**src/rtl/reset_seq_pkg.sv**
```systemverilog
// Shared types and helpers for the staged reset sequencer.
package reset_seq_pkg;

    typedef enum logic [2:0] {
        ST_HOLD,
        ST_INIT_WAIT,
        ST_RELEASE,
        ST_DONE,
        ST_SOFT_ASSERT,
        ST_SOFT_HOLD
    } reset_seq_state_t;

    function automatic int max3(input int a, input int b, input int c);
        int m;
        m = (a > b) ? a : b;
        return (m > c) ? m : c;
    endfunction

endpackage

```
**src/rtl/reset_sequencer_if.sv**
```systemverilog
// Control/status bundle between the reset sequencer and the rest of its clock domain.
interface reset_sequencer_if #(
    parameter int NUM_STAGES = 4
);
    logic                  sync_reset_in;
    logic                  soft_reset_req;
    logic [NUM_STAGES-1:0] stage_rst_n;
    logic                  reset_done;
    logic                  seq_busy;

    modport master (
        output sync_reset_in,
        output soft_reset_req,
        input  stage_rst_n,
        input  reset_done,
        input  seq_busy
    );

    modport slave (
        input  sync_reset_in,
        input  soft_reset_req,
        output stage_rst_n,
        output reset_done,
        output seq_busy
    );
endinterface

```
**src/rtl/reset_seq_delay_counter.sv**
```systemverilog
// Loadable down-counter that stops at zero and flags it; used to time every sequencer gap.
module reset_seq_delay_counter #(
    parameter int CNT_W = 4
) (
    input  logic             clock_domain,
    input  logic             async_reset_in,
    input  logic             i_load,
    input  logic [CNT_W-1:0] i_load_val,
    output logic             o_zero
);
    logic [CNT_W-1:0] r_count;

    always_ff @(posedge clock_domain or negedge async_reset_in) begin
        if (!async_reset_in) begin
            r_count <= '0;
        end else if (i_load) begin
            r_count <= i_load_val;
        end else if (r_count != '0) begin
            r_count <= r_count - CNT_W'(1);
        end
    end

    assign o_zero = (r_count == '0);
endmodule

```
**src/rtl/reset_sequencer.sv**
```systemverilog
// Staged reset release with soft-reset support. Define RESET_SEQ_REVERSE_ASSERT_EN for
// graceful reverse-order stage assertion on soft reset instead of asserting all at once.
module reset_sequencer
    import reset_seq_pkg::*;
#(
    parameter int NUM_STAGES  = 4,
    parameter int INIT_DELAY  = 16,
    parameter int STAGE_DELAY = 8,
    parameter int SOFT_HOLD   = 4
) (
    input  logic              clock_domain,
    input  logic              async_reset_in,
    reset_sequencer_if.slave  bus
);
    localparam int CNT_W = $clog2(max3(INIT_DELAY, STAGE_DELAY, SOFT_HOLD) + 1);
    localparam int IDX_W = (NUM_STAGES > 1) ? $clog2(NUM_STAGES) : 1;
    localparam logic [IDX_W-1:0] LAST_IDX = IDX_W'(NUM_STAGES - 1);

    // Gaps are loaded one short so the zero flag is seen on the edge that ends the gap.
    localparam logic [CNT_W-1:0] INIT_LD  = CNT_W'(INIT_DELAY - 1);
    localparam logic [CNT_W-1:0] STAGE_LD = CNT_W'(STAGE_DELAY - 1);
    localparam logic [CNT_W-1:0] SOFT_LD  = CNT_W'(SOFT_HOLD - 1);

    reset_seq_state_t      r_state;
    logic [NUM_STAGES-1:0] r_stage_rst_n;
    logic                  r_reset_done;
    logic [IDX_W-1:0]      r_idx;

    reset_seq_state_t      w_state_nxt;
    logic [NUM_STAGES-1:0] w_stage_nxt;
    logic                  w_done_nxt;
    logic [IDX_W-1:0]      w_idx_nxt;
    logic                  w_cnt_load;
    logic [CNT_W-1:0]      w_cnt_val;
    logic                  w_cnt_zero;

    reset_seq_delay_counter #(.CNT_W(CNT_W)) u_delay (
        .clock_domain   (clock_domain),
        .async_reset_in (async_reset_in),
        .i_load         (w_cnt_load),
        .i_load_val     (w_cnt_val),
        .o_zero         (w_cnt_zero)
    );

    always_ff @(posedge clock_domain or negedge async_reset_in) begin
        if (!async_reset_in) begin
            r_state       <= ST_HOLD;
            r_stage_rst_n <= '0;
            r_reset_done  <= 1'b0;
            r_idx         <= '0;
        end else begin
            r_state       <= w_state_nxt;
            r_stage_rst_n <= w_stage_nxt;
            r_reset_done  <= w_done_nxt;
            r_idx         <= w_idx_nxt;
        end
    end

    always_comb begin
        w_state_nxt = r_state;
        w_stage_nxt = r_stage_rst_n;
        w_done_nxt  = r_reset_done;
        w_idx_nxt   = r_idx;
        w_cnt_load  = 1'b0;
        w_cnt_val   = '0;

        // Loss of the upstream reset release wins over everything, including soft requests.
        if ((r_state != ST_HOLD) && !bus.sync_reset_in) begin
            w_state_nxt = ST_HOLD;
            w_stage_nxt = '0;
            w_done_nxt  = 1'b0;
            w_idx_nxt   = '0;
        end else begin
            case (r_state)
                ST_HOLD: begin
                    if (bus.sync_reset_in) begin
                        w_state_nxt = ST_INIT_WAIT;
                        w_idx_nxt   = '0;
                        w_cnt_load  = 1'b1;
                        w_cnt_val   = INIT_LD;
                    end
                end
                ST_INIT_WAIT, ST_RELEASE: begin
                    if (w_cnt_zero) begin
                        w_stage_nxt[r_idx] = 1'b1;
                        if (r_idx == LAST_IDX) begin
                            w_state_nxt = ST_DONE;
                            w_done_nxt  = 1'b1;
                        end else begin
                            w_state_nxt = ST_RELEASE;
                            w_idx_nxt   = r_idx + IDX_W'(1);
                            w_cnt_load  = 1'b1;
                            w_cnt_val   = STAGE_LD;
                        end
                    end
                end
                ST_DONE: begin
                    if (bus.soft_reset_req) begin
                        w_done_nxt = 1'b0;
`ifdef RESET_SEQ_REVERSE_ASSERT_EN
                        w_stage_nxt[LAST_IDX] = 1'b0;
                        w_cnt_load            = 1'b1;
                        if (NUM_STAGES == 1) begin
                            w_state_nxt = ST_SOFT_HOLD;
                            w_cnt_val   = SOFT_LD;
                        end else begin
                            w_state_nxt = ST_SOFT_ASSERT;
                            w_idx_nxt   = LAST_IDX - IDX_W'(1);
                            w_cnt_val   = STAGE_LD;
                        end
`else
                        w_stage_nxt = '0;
                        w_state_nxt = ST_SOFT_HOLD;
                        w_cnt_load  = 1'b1;
                        w_cnt_val   = SOFT_LD;
`endif
                    end
                end
                ST_SOFT_ASSERT: begin
`ifdef RESET_SEQ_REVERSE_ASSERT_EN
                    if (w_cnt_zero) begin
                        w_stage_nxt[r_idx] = 1'b0;
                        w_cnt_load         = 1'b1;
                        if (r_idx == '0) begin
                            w_state_nxt = ST_SOFT_HOLD;
                            w_cnt_val   = SOFT_LD;
                        end else begin
                            w_idx_nxt = r_idx - IDX_W'(1);
                            w_cnt_val = STAGE_LD;
                        end
                    end
`else
                    w_state_nxt = ST_HOLD;
                    w_stage_nxt = '0;
                    w_done_nxt  = 1'b0;
`endif
                end
                ST_SOFT_HOLD: begin
                    if (w_cnt_zero) begin
                        w_state_nxt = ST_INIT_WAIT;
                        w_idx_nxt   = '0;
                        w_cnt_load  = 1'b1;
                        w_cnt_val   = INIT_LD;
                    end
                end
                default: begin
                    w_state_nxt = ST_HOLD;
                    w_stage_nxt = '0;
                    w_done_nxt  = 1'b0;
                end
            endcase
        end
    end

    assign bus.stage_rst_n = r_stage_rst_n;
    assign bus.reset_done  = r_reset_done;
    assign bus.seq_busy    = (r_state != ST_DONE);
endmodule

```
**src/flat_wrapper.sv**
```systemverilog
// flat-port wrapper written by rule: the top's interface ports become plain ports
module reset_sequencer_flat import reset_seq_pkg::*;
#(
    parameter int NUM_STAGES  = 4,
    parameter int INIT_DELAY  = 16,
    parameter int STAGE_DELAY = 8,
    parameter int SOFT_HOLD   = 4
)
  (clock_domain, async_reset_in, bus_sync_reset_in, bus_soft_reset_req, bus_stage_rst_n, bus_reset_done, bus_seq_busy);
  reset_sequencer_if #(.NUM_STAGES(NUM_STAGES)) bus_i ();
  input  logic clock_domain;
  input  logic async_reset_in;
  input wire logic [$bits(bus_i.sync_reset_in)-1:0] bus_sync_reset_in;
  input wire logic [$bits(bus_i.soft_reset_req)-1:0] bus_soft_reset_req;
  output wire logic [$bits(bus_i.stage_rst_n)-1:0] bus_stage_rst_n;
  output wire logic [$bits(bus_i.reset_done)-1:0] bus_reset_done;
  output wire logic [$bits(bus_i.seq_busy)-1:0] bus_seq_busy;
  assign bus_i.sync_reset_in = bus_sync_reset_in;
  assign bus_i.soft_reset_req = bus_soft_reset_req;
  assign bus_stage_rst_n = bus_i.stage_rst_n;
  assign bus_reset_done = bus_i.reset_done;
  assign bus_seq_busy = bus_i.seq_busy;
  reset_sequencer #(.NUM_STAGES(NUM_STAGES), .INIT_DELAY(INIT_DELAY), .STAGE_DELAY(STAGE_DELAY), .SOFT_HOLD(SOFT_HOLD)) u_core (.clock_domain(clock_domain), .async_reset_in(async_reset_in), .bus(bus_i));
endmodule
```
**config.mk**
```make
export PLATFORM = sky130hd
export DESIGN_NAME = reset_sequencer_flat
export DESIGN_NICKNAME = d
export VERILOG_FILES = /design/src/rtl/reset_seq_pkg.sv /design/src/rtl/reset_sequencer_if.sv /design/src/rtl/reset_seq_delay_counter.sv /design/src/rtl/reset_sequencer.sv /design/src/flat_wrapper.sv
export SDC_FILE = /design/constraint.sdc
export NUM_CORES = 1
export LEC_CHECK = 0
export CAP_MARGIN = 25
export CORE_ASPECT_RATIO = 1.1
export CORE_MARGIN = 4
export CORE_UTILIZATION = 55
export CTS_BUF_LIST = sky130_fd_sc_hd__clkbuf_16
export DETAILED_ROUTE_END_ITERATION = 8
export GPL_TIMING_DRIVEN = 0
export PLACE_DENSITY = 0.77
export SYNTH_ARGS = -nofsm -noshare
export SYNTH_HDL_FRONTEND = slang
export SYNTH_SLANG_ARGS = --single-unit
export TNS_END_PERCENT = 50
```
**constraint.sdc**
```tcl
create_clock -name clock_domain -period 2.6 [get_ports clock_domain]
set_input_delay 0.52 -clock clock_domain [delete_from_list [all_inputs] [get_ports clock_domain]]
set_output_delay 0.52 -clock clock_domain [all_outputs]
set_load 0.01 [all_outputs]
```
# Yosys cells after proc, flatten, opt, wreduce, memory -nomap -nowiden
# Cells that the tools add are included.
# word_totals
ff_bits	15
latchBits	0
ramBits	0
romBits	0
inputBits	4
out_inout_bits	6
wordCells	78
mem_count	0
# classes
addsub	2
n_mul	0
n_div	0
magnitude_cmp	2
n_eq_ne	13
shift	0
n_mux	40
bitwise	1
n_reduce_logical	15
# ops
op	n
$mux W4	5
$mux W5	4
$pmux W5 S4	1
$mux W3	6
$ne A3 B2 Y1 const B	6
$mux W1	12
$mux W2	6
$pmux W3 S4	1
$pmux W4 S3	1
$reduce_and A4 Y1	2
$eq A3 B2 Y1 const B	2
$pmux W2 S3	1
$logic_not A5 Y1	1
$reduce_and A5 Y1	1
$reduce_bool A5 Y1	1
$sub A5 B1 Y5 const B	1
$or A4 B4 Y4	1
$pmux W1 S4	1
$reduce_bool A4 Y1	1
$reduce_or A2 Y1	2
$eq A3 B1 Y1 const B	1
$eq A3 B3 Y1 const B	1
$logic_not A3 Y1	1
$lt A2 B3 Y1 const B	1
other kinds (12)	13

# Depth between registers and ports, before layout
# Gate-level depths: netlist of the first run.
# logic_depth
depth_word	8
depth_mapped	8
depth_no_buf	7

# Modules after synthesis
# A second synthesis of the first run with hierarchy kept.
# unflattened
cells_unflattened	103
hier_area_um2	992.2
# modules_own_cells
module	n_inst	cells_each	area_each_um2	seq_area_each_um2
reset_sequencer	1	76	713.2	250.2
reset_seq_delay_counter	1	27	279.0	125.1

# Least setup slack after synthesis of the first run
# No wires, ideal clock.
# synth_path
kind	reg2reg
start	register u_core.u_delay.r_count[0]
end	register u_core.r_idx[0]
setup_time_ns	0.128
t_arrival_ns	1.890
required_time_ns	2.472
setup_slack_ns	0.583
path_stages_with_launch	9
n_path_buf	1
period_less_slack_ns	2.017
path_cell_list	dfrtp_1 > inv_1 > ha_1 > or4b_4 > buf_6 > o21ai_2 > nand3_1 > a21oi_2 > mux2_1
# synth_between
elab_chain_len	3
elab_cells_between_ends	4
cone_classes	2 x eq/ne; 2 x reduce/logical
# synth_rtl
item	line_no	source
from (decl)	reset_seq_delay_counter.sv:11	logic [CNT_W-1:0] r_count;
from (signal assigned)	reset_seq_delay_counter.sv:17	r_count <= i_load_val;
from (signal assigned)	reset_seq_delay_counter.sv:19	r_count <= r_count - CNT_W'(1);
$logic_not A5 Y1 (*)	reset_seq_delay_counter.sv:23	assign o_zero = (r_count == '0);
$ne A3 B2 Y1 (no line)	--	
$reduce_and A5 Y1 (no line) (*)	--	
to (signal assigned)	reset_sequencer.sv:55	r_idx <= w_idx_nxt;
to (decl)	reset_sequencer.sv:27	logic [IDX_W-1:0] r_idx;
# Mark *: on every way between the ends. The rest lies on a longest branch, timed or not.
# A chain may end at the register's enable or synchronous reset.

# Worst setup path in the final report of the first run
# layout_path
start	register u_core.r_state[1]
end	output bus_seq_busy
# layout_between
elab_chain_len	1
# layout_rtl
item	line_no	source
from (decl)	reset_sequencer.sv:24	reset_seq_state_t r_state;
from (signal assigned)	reset_sequencer.sv:52	r_state <= w_state_nxt;
$ne A3 B2 Y1	reset_sequencer.sv:157	assign bus.seq_busy = (r_state != ST_DONE);
to (decl)	flat_wrapper.sv:17	output wire logic [$bits(bus_i.seq_busy)-1:0] bus_seq_busy;
# Every way passes these cells.

==> out/results.ini, run 1 <==
[yosys]
ys_seq_elements = 15
syn_nets = 123
yosysTopAreaCellShare_pct = 37.3
synth_warnings = 0
yosysTopAreaCell = dfrtp_1
ys_seq_area_share_pct = 37.3
synthCells = 113
ys_top_cells_by_area = dfrtp_1, a21oi_1, ha_1
synth_area_per_cell_sq_um = 8.91
netlist_area_sq_um = 1010
synth_cell_types = 38

[setup_path]
crit_path_max_fanout = 10
cp_slowest_stage_delay_ns = 0.48
r2r_end = u_core.r_idx[0]
start_kind = flop
reg2reg_depth = 8
crit_type = flop to output pin
required_ns = 2.08
regToRegStartpoint = u_core.u_delay.r_count[0]
endpoint_kind = output pin
slowest_stage = clkdlybuf4s50_1
crit_arrival_ns = 1.86
crit_chain = clkbuf_8 -> inv_1 -> or3_1 -> clkdlybuf4s50_1
reg2reg_slack_ns = 0.43

[place]
gp_congestion = 0.848
io_buffers = 8
dp_hpwl_microns = 1580

[cts]
clk_pin_slew_ns = 0.05
clock-root-buffer = clkbuf_16
cts_sinks = 15
cts_made_buffers = 3
cts_tree = built
holdBufCountCts = 0
clk_latency_ns = 0.25
htreeDepth = 1
post_cts_resize_count = 0
cts.path.max_buffers = 2
postCtsSetupRepairBufs = 0

[global_routing]
antenna_found_initial = 0
grt_pass1_wl_microns = 4040
grt_max_degree = 16
grt_usage_pct = 20.6
grt_pass1_vias = 871
grt.overflow.total = 0

[route]
viasPerCell = 5.98
antenna_left = 0
drc = 0
highest_layer = met4
first_iter_violations = 32
drt-met1-wl_microns = 1020
met3_length_microns = 97
wl_met2_microns = 1050
routedWlPerCell_microns = 15.6
drtPass1Iterations = 4
vias = 849
wirelength_microns = 2220

[sta]
setup_violations = 0
worstMarginPinSlew_ns = 0.697
min_period_over_period_pct = 91.4
final_max_slew_viol_count = 0
slew_headroom_pct = 53.4
finClkSkew_ns = 0.00587
fmax_mhz = 421
finalHoldViolations = 0
fin_setup_tns_ns = 0
rsz0062_at_grt = false
post-route-min-period_ns = 2.38

[layout]
utilization_pct = 72.0
num-nets-final = 136
drive_above_1_share_pct = 15.2
n_antenna_cell = 0
syn2layout_area_growth_pct = 18.0

[power_and_ir_drop]
peakVddDrop_mv = 0.699
leakagePower_nw = 0.535
powerDensity_nw_per_um2 = 962

[floorplan]
ioPinCount = 10
die_x_microns = 48.8
die_h_microns = 52.9
start_util_pct = 61.0
rows = 15
dieArea_sq_um = 2580
core_sq_um = 1650

[run_status]
status = finished clean

[hold_path]
hold_path_end = u_core.bus.stage_rst_n[2]
hold_class = flop to flop
holdPathStages = 2
worstHoldStart = u_core.bus.stage_rst_n[2]

[job]
drv_cap = 0

-- power breakdown --
part           switching, mW  internal [mW]  leakage, nW
logic                  0.240          0.219        0.302
clock network         0.0962          0.205       0.0409
registers             0.0684          0.314        0.192
-- cell usage after synthesis, drive strengths merged --
library cell and number:
a21o 1, a21oi 16, a22oi 1, a311oi 1, a31oi 2, and2 1
and2b 1, and4b 1, buf 3, clkbuf 2, dfrtp 15, ha 6
inv 6, mux2 1, mux2i 3, nand2 9, nand2b 3, nand3 1
nand4b 1, nor2 14, nor2b 3, nor3 4, nor3b 1, o2111ai 1
o211ai 1, o21ai 4, o2bb2ai 1, o32a 1, or2 2, or3 4
or4b 1, xnor2 1, xor2 1
-- cell type report --
cell class	instances	area, sq um
multi-input combinational	87	564
fill	137	463
sequential	15	375
timing repair buffer	8	80.1
clock buffer	3	75.1
buffer	5	45.0
inverter	6	22.5
tap	17	21.3
clock inverter	1	5.00
-- metrics by stage --
stage               cell area, sq um  power, mW  setup slack, ns  hold WS [ns]  cells
global route                    1190       1.23            0.147         0.537    142
CTS                             1190       1.15            0.227         0.504    142
floorplan                       1010      0.689            0.583         0.224    113
global placement                1110      0.816            0.495         0.485    138
finish                          1190       1.14            0.224         0.498    142
detailed placement              1110      0.841            0.456         0.489    138
-- worst max-delay path, delay by kind of cell, from the launching register on --
kind | cells | cell delay, ns
DFF | 1 | 0.47
and+or+nand+nor | 1 | 0.36
buffers and inverters | 3 | 0.78
-- registers in the layout, summed over array words and instances (netlist names) --
signal,cells
u_core.r_idx,2
u_core.bus.reset_done,1
u_core.u_delay.r_count,5
u_core.bus.stage_rst_n,4
u_core.r_state,3
-- worst max-delay path by stage --
stage | start | to | cells past startpoint
6_report | u_core.r_state[1] | bus_seq_busy | 4
5_1_grt | u_core.r_state[1] | bus_seq_busy | 4
4_1_cts | u_core.r_state[1] | bus_seq_busy | 4
3_5_place_dp | u_core.u_delay.r_count[0] | u_core.r_idx[0] | 8
3_3_place_gp | u_core.u_delay.r_count[0] | u_core.r_idx[0] | 8
2_1_floorplan | u_core.u_delay.r_count[0] | u_core.r_idx[0] | 8
-- placed cells by master (no fill, tap or decap), drive strengths merged, types with 2 or more instances in the layout --
cell,n
clkdlybuf4s50,8
a21oi,16
nor2b,3
or2,2
or3,4
a31oi,2
nand2,9
o21ai,4
nor3,4
nand2b,3
ha,6
buf,3
mux2i,3
nor2,14
clkbuf,5
inv,6
dfrtp,15
-- logic make-up (layout without fill, tap and decap cells) --
group           Yosys count  count (layout)  synth area share (%)
buf+inv                  11              23                  6.71
compound gates           29              29                  18.5
simple gates             46              46                  24.2
xor+xnor                  2               2                  1.74
fa+ha+maj                 6               6                  7.45
mux                       4               4                  4.10
flops                    15              15                  37.3
-- routing by layer --
layer	up-vias	GRT usage, %
met2	26	33.0
met3	5	3.10
met4	0	10.8
met5	-	0
li1	417	-
met1	401	26.8
Power figures use the tool's default switching activity.
==> run 2, diff against run 1 <==
--- a/config.mk
+++ b/config.mk
@@ -12,7 +12,7 @@
 export CTS_BUF_LIST = sky130_fd_sc_hd__clkbuf_16
 export DETAILED_ROUTE_END_ITERATION = 8
 export GPL_TIMING_DRIVEN = 0
-export PLACE_DENSITY = 0.77
+export PLACE_DENSITY = 0.79
 export SYNTH_ARGS = -nofsm -noshare
 export SYNTH_HDL_FRONTEND = slang
 export SYNTH_SLANG_ARGS = --single-unit
==> run 2 against run 1 <==
Sequential power about the same; clock skew decreased by 0.0044 ns; total power decreased by 2.1%; die area unchanged; critical path depth unchanged; design area decreased by 0.11%; register-to-register slack improved by 0.04 ns; first-iteration DRC count decreased by 25%; via count decreased by 0.12%; critical path type unchanged; critical endpoint unchanged; highest routed layer unchanged.
==> out/results.ini, run 2 (synthesis results as in run 1) <==
[setup_path]
critPathBufInv = 3  ; unchanged
crit_arrival_ns = 1.85  ; about the same
crit_family = buffers and inverters
required_ns = 2.08  ; about the same
endpoint_kind = output pin
start_kind = flop
crit_path_max_fanout = 10  ; unchanged
crit_chain = clkbuf_8 -> inv_1 -> or3_1 -> clkdlybuf4s50_1
slowest_stage = clkdlybuf4s50_1
cp_slowest_stage_delay_ns = 0.48  ; about the same
reg2reg_slack_ns = 0.47  ; +0.04 ns
crit_type = flop to output pin

[cts]
cts_made_buffers = 3  ; unchanged
clk_latency_ns = 0.24  ; about the same
holdBufCountCts = 0  ; unchanged
clock-root-buffer = clkbuf_16
htreeDepth = 1  ; unchanged
cts.path.max_buffers = 2  ; unchanged
cts_sinks = 15  ; unchanged
cts_tree = built
post_cts_resize_count = 0  ; unchanged
postCtsSetupRepairBufs = 0  ; unchanged
clk_pin_slew_ns = 0.04  ; about the same

[floorplan]
dieArea_sq_um = 2580  ; unchanged
die_h_microns = 52.9  ; unchanged
die_x_microns = 48.8  ; unchanged
ioPinCount = 10  ; unchanged
rows = 15  ; unchanged
core_sq_um = 1650  ; unchanged
start_util_pct = 61.0  ; unchanged

[hold_path]
hold_class = flop to flop

[sta]
final_max_slew_viol_count = 0  ; unchanged
slew_headroom_pct = 56.1  ; +2.7 points
finalHoldViolations = 0  ; unchanged
min_period_over_period_pct = 91.1  ; -0.29 points
fmax_mhz = 422  ; +0.31%
rsz0062_at_grt = false
setup_violations = 0  ; unchanged
fin_setup_tns_ns = 0  ; unchanged
worstMarginPinSlew_ns = 0.657  ; -0.0403 ns
finClkSkew_ns = 0.00144  ; -0.00443 ns
post-route-min-period_ns = 2.37  ; -0.00744 ns

[job]
drv_cap = 0  ; unchanged

[power_and_ir_drop]
leakagePower_nw = 0.537  ; +0.26%
peakVddDrop_mv = 0.647  ; -7.5%
total_power_mw = 1.12  ; -2.1%
powerDensity_nw_per_um2 = 942  ; -2.0%

[run_status]
status = finished clean

[route]
viasPerCell = 5.97  ; -0.12%
first_iter_violations = 24  ; -25%
wirelength_microns = 2070  ; -7.0%
drtPass1Iterations = 4  ; unchanged
vias = 848  ; -0.12%
routedWlPerCell_microns = 14.5  ; -7.0%
drc = 0  ; unchanged
antenna_left = 0  ; unchanged

[place]
io_buffers = 8  ; unchanged
gp_congestion = 0.855  ; +0.92%
dp_hpwl_microns = 1480  ; -5.9%

[layout]
nFillCells = 137  ; unchanged
n_antenna_cell = 0  ; unchanged
syn2layout_area_growth_pct = 17.9
seq_area_sq_um = 375  ; unchanged
multi_input_area_sq_um = 564  ; unchanged
largest_reg_flops = 5  ; unchanged
final_cell_mix = a21oi_1, dfrtp_1, nor2_1, nand2_1, clkdlybuf4s50_1
top_register = u_core.u_delay.r_count
drive_above_1_share_pct = 14.4  ; -0.80 points
num-nets-final = 136  ; unchanged

[global_routing]
grt_pass1_wl_microns = 3820  ; -5.5%
grt_max_degree = 16  ; unchanged
antenna_found_initial = 0  ; unchanged
grt_pass1_vias = 868  ; -0.34%
grt.overflow.total = 0  ; unchanged
grt_usage_pct = 18.9  ; -1.6 points

## run 2: cell types whose count changed in the layout (fill, tap and decap cells not counted), sizes merged
cell,previous run,this run
clkinv,1,0
inv,6,7
## run 2: final cells by class
type | instances | area share, %
Timing Repair Buffer | 8 | 6.74
Inverter | 6 | 1.90
Multi-Input combinational cell | 87 | 47.5
Tap cell | 17 | 1.79
Sequential cell | 15 | 31.6
Clock inverter | 1 | 0.316
Clock buffer | 3 | 6.32
Buffer | 5 | 3.79
## run 2: metrics by stage
step / setup WS (ns) / util, % / instance area [sq um] / instances / hold WS [ns]
floorplan: 0.583 / - / 1010 / 113 / 0.224
global placement: 0.486 / 67.1 / 1110 / 138 / 0.483
detailed placement: 0.475 / 67.1 / 1110 / 138 / 0.492
CTS: 0.237 / 71.9 / 1190 / 142 / 0.507
global route: 0.155 / 71.9 / 1190 / 142 / 0.534
finish: 0.231 / 71.9 / 1190 / 142 / 0.507
## run 2: power breakdown
part | internal (mW) | leakage [nW] | switching, mW | total [mW]
logic | 0.219 | 0.302 | 0.228 | 0.447
registers | 0.314 | 0.192 | 0.0682 | 0.383
clock network | 0.203 | 0.0423 | 0.0865 | 0.290
total | 0.736 | 0.537 | 0.383 | 1.12
## run 2: final timing paths
path                                           start                         to  depth (start not counted)
setup / recovery                   u_core.r_state[1]               bus_seq_busy                          4
setup reg to reg           u_core.u_delay.r_count[0]            u_core.r_idx[0]                          8
min in group asynchronous             async_reset_in  u_core.u_delay.r_count[1]                          1
hold / removal             u_core.bus.stage_rst_n[2]  u_core.bus.stage_rst_n[2]                          2
hold reg to reg            u_core.bus.stage_rst_n[2]  u_core.bus.stage_rst_n[2]                          2
max in group asynchronous             async_reset_in          u_core.r_state[2]                          1
## run 2: worst min-delay path: cells and delay by family, from the launching register on
| family | cells | cell delay, ns |
|---|---|---|
| AO/OA/AOI/OAI | 1 | 0.04 |
| flip-flops | 1 | 0.34 |
| AND/OR/NAND/NOR | 1 | 0.08 |
## run 2: per-layer routing
| layer | track usage [%] | up-vias | wire [microns] |
|---|---|---|---|
| met3 | 3.94 | 10 | 93 |
| li1 | - | 420 | - |
| met1 | 24.6 | 388 | 964 |
| met4 | 9.42 | 0 | 74 |
| met2 | 30.0 | 30 | 934 |
| met5 | 0 | - | 0 |
==> run 3, diff against run 2 <==
--- a/config.mk
+++ b/config.mk
@@ -8,11 +8,13 @@
 export CAP_MARGIN = 25
 export CORE_ASPECT_RATIO = 1.1
 export CORE_MARGIN = 4
-export CORE_UTILIZATION = 55
+export CORE_UTILIZATION = 50
 export CTS_BUF_LIST = sky130_fd_sc_hd__clkbuf_16
 export DETAILED_ROUTE_END_ITERATION = 8
 export GPL_TIMING_DRIVEN = 0
-export PLACE_DENSITY = 0.79
+export PLACE_DENSITY = 0.76
+export RECOVER_POWER = 50
+export SKIP_LAST_GASP = 1
 export SYNTH_ARGS = -nofsm -noshare
 export SYNTH_HDL_FRONTEND = slang
 export SYNTH_SLANG_ARGS = --single-unit
==> constraint.sdc (replaced) <==
create_clock -name clock_domain -period 2 [get_ports clock_domain]
set_input_delay 0.4 -clock clock_domain [delete_from_list [all_inputs] [get_ports clock_domain]]
set_output_delay 0.4 -clock clock_domain [all_outputs]
set_load 0.01 [all_outputs]
==> run 3 against run 2 <==
Flip-flop and latch count unchanged; clock skew increased by 0.0016 ns; routed wire length up 28%; clock power is 40% higher; sequential power increased by 32%; setup slack worse by 0.20 ns; sequential share of layout area shrank 3.0 points; largest cell class unchanged; highest routed layer unchanged.
==> out/results.ini, run 3 (synthesis results as in run 1) <==
[setup_path]
cp_slowest_stage_delay_ns = 0.52  ; +0.04 ns
crit_path_max_fanout = 6  ; -4
required_ns = 2.13  ; +0.05 ns
start_kind = flop
crit_type = flop to flop
reg2reg_slack_ns = 0.03  ; -0.44 ns
crit_chain = inv_2 -> ha_4 -> or4b_4 -> o21ai_2 -> nand3_2 -> a21oi_4 -> mux2_4
crit_arrival_ns = 2.11  ; +0.26 ns
endpoint_kind = flop
slowest_stage = or4b_4

[place]
pre_cts_slack_ns = -0.0855  ; -0.560 ns
gp_congestion = 0.862  ; +0.75%
dp_hpwl_microns = 1580  ; +6.3%
io_buffers = 8  ; unchanged
place_inst = 148  ; +7.2%

[layout]
nFillCells = 134  ; -2.2%
syn2layout_area_growth_pct = 31.3
n_antenna_cell = 0  ; unchanged
final_cell_count_no_fill = 159  ; +12%
top_register = u_core.u_delay.r_count
seq_area_sq_um = 378  ; +0.67%
largest_reg_flops = 5  ; unchanged
drive_above_1_share_pct = 28.8  ; +14 points
multi_input_area_sq_um = 626  ; +11%
num-nets-final = 143  ; +5.1%
final_cell_mix = nor2_1, a21oi_1, dfrtp_1, buf_4, nand2_1

[global_routing]
grt_pass1_vias = 897  ; +3.3%
grt.overflow.total = 0  ; unchanged
grt_max_degree = 16  ; unchanged
grt_usage_pct = 20.5  ; +1.6 points
antenna_found_initial = 0  ; unchanged
grt_pass1_wl_microns = 4150  ; +8.7%

[hold_path]
hold_class = flop to flop

[floorplan]
die_h_microns = 55.1  ; +4.1%
die_x_microns = 50.8  ; +4.1%
ioPinCount = 10  ; unchanged
rows = 16  ; +1
start_util_pct = 54.7  ; -6.3 points
dieArea_sq_um = 2800  ; +8.4%
core_sq_um = 1840  ; +12%

[sta]
slew_headroom_pct = 52.6  ; -3.5 points
finalWorstSetupSlack_ns = 0.0269  ; -0.204 ns
whs_ns = 0.513  ; +0.00634 ns
finClkSkew_ns = 0.00309  ; +0.00165 ns
post-route-min-period_ns = 1.97
fmax_mhz = 507
finalHoldViolations = 0  ; unchanged
min_period_over_period_pct = 98.7
rsz0062_at_grt = true
final_max_slew_viol_count = 0  ; unchanged
worstMarginPinSlew_ns = 0.709  ; +0.0515 ns
setup_violations = 0  ; unchanged

[power_and_ir_drop]
switching_share_pct = 36.4  ; +2.1 points
powerDensity_nw_per_um2 = 1260  ; +34%
sequentialPowerShare_pct = 30.3  ; -3.9 points
leakagePower_nw = 0.566  ; +5.5%
power.share.clock_pct = 24.3  ; -1.6 points
intPower_mw = 1.06  ; +44%
peakVddDrop_mv = 0.998  ; +54%
combPwrFrac_pct = 45.4  ; +5.5 points
switching_power_mw = 0.607  ; +59%
total_power_mw = 1.67  ; +49%

[route]
antenna_left = 0  ; unchanged
vias = 938  ; +11%
viasPerCell = 5.90  ; -1.2%
first_iter_violations = 18  ; -25%
routedWlPerCell_microns = 16.7  ; +15%
drc = 0  ; unchanged
drtPass1Iterations = 4  ; unchanged
wirelength_microns = 2650  ; +28%

[cts]
clock-root-buffer = clkbuf_16
cts.path.max_buffers = 2  ; unchanged
cts_sinks = 15  ; unchanged
htreeDepth = 1  ; unchanged
cts_tree = built
holdBufCountCts = 0  ; unchanged
clk_latency_ns = 0.25  ; about the same
cts_made_buffers = 3  ; unchanged
clk_pin_slew_ns = 0.05  ; about the same

[job]
drv_cap = 0  ; unchanged

[run_status]
status = finished clean

## run 3: repair_timing
action	4_1_cts	5_1_grt
endpoints found under the setup margin	7	8
hold endpoints to repair	0	0
gates resized for setup	7	11
pin swaps	3	7
buffers inserted	7	2
## run 3: worst max-delay path, delay by kind of cell (launching register included)
family          cells  cell delay, ns
mux                 1            0.31
compound gates      2            0.31
simple gates        2            0.61
flops               1            0.39
fa+ha+maj           1            0.13
buf+inv             1            0.09
## run 3: worst paths after layout
| kind | endpoint | cells past startpoint | from |
|---|---|---|---|
| min in group asynchronous | u_core.bus.stage_rst_n[1] | 1 | async_reset_in |
| worst min register to register | u_core.bus.reset_done | 2 | u_core.bus.reset_done |
| worst max-delay path | u_core.r_idx[0] | 7 | u_core.u_delay.r_count[1] |
| worst min-delay path | u_core.bus.reset_done | 2 | u_core.bus.reset_done |
| max in group asynchronous | u_core.r_state[0] | 1 | async_reset_in |
| worst max register to register | u_core.r_idx[0] | 7 | u_core.u_delay.r_count[1] |
## run 3: stage by stage
step	instance area [sq um]	util (%)	setup TNS, ns
final	1320	71.8	0
after global routing	1320	71.8	-0.142
after CTS	1260	68.2	0
after detailed placement	1120	60.9	-0.112
after global placement	1120	60.9	-0.0613
after floorplan	1010	-	0
## run 3: layout make-up
class                   count  area share, %
plain buffers               4           2.84
clock buffers               3           5.68
clock inverters             1          0.568
inverters                   6           1.70
multi-input cells          87           47.3
flip-flops and latches     15           28.6
well taps                  27           2.55
repair buffers             16           10.8
## run 3: per-layer routing
layer  part of all wire, %  global-route usage (%)  vias to the layer above
li1                      -                       -                      432
met1                    41                    25.1                      461
met2                    51                    34.3                       36
met3                   5.4                    4.56                        9
met4                   2.9                    10.8                        0
met5                     0                       0                        -
## run 3: power by group through the flow
| stage | Sequential [mW] | Clock, mW | Combinational (mW) |
|---|---|---|---|
| 4_1_cts | 0.500 | 0.410 | 0.666 |
| 6_report | 0.505 | 0.407 | 0.759 |
| 5_1_grt | 0.521 | 0.428 | 0.842 |
| 2_1_floorplan | 0.499 | 0 | 0.398 |
| 3_3_place_gp | 0.497 | 0 | 0.560 |
| 3_5_place_dp | 0.504 | 0 | 0.581 |
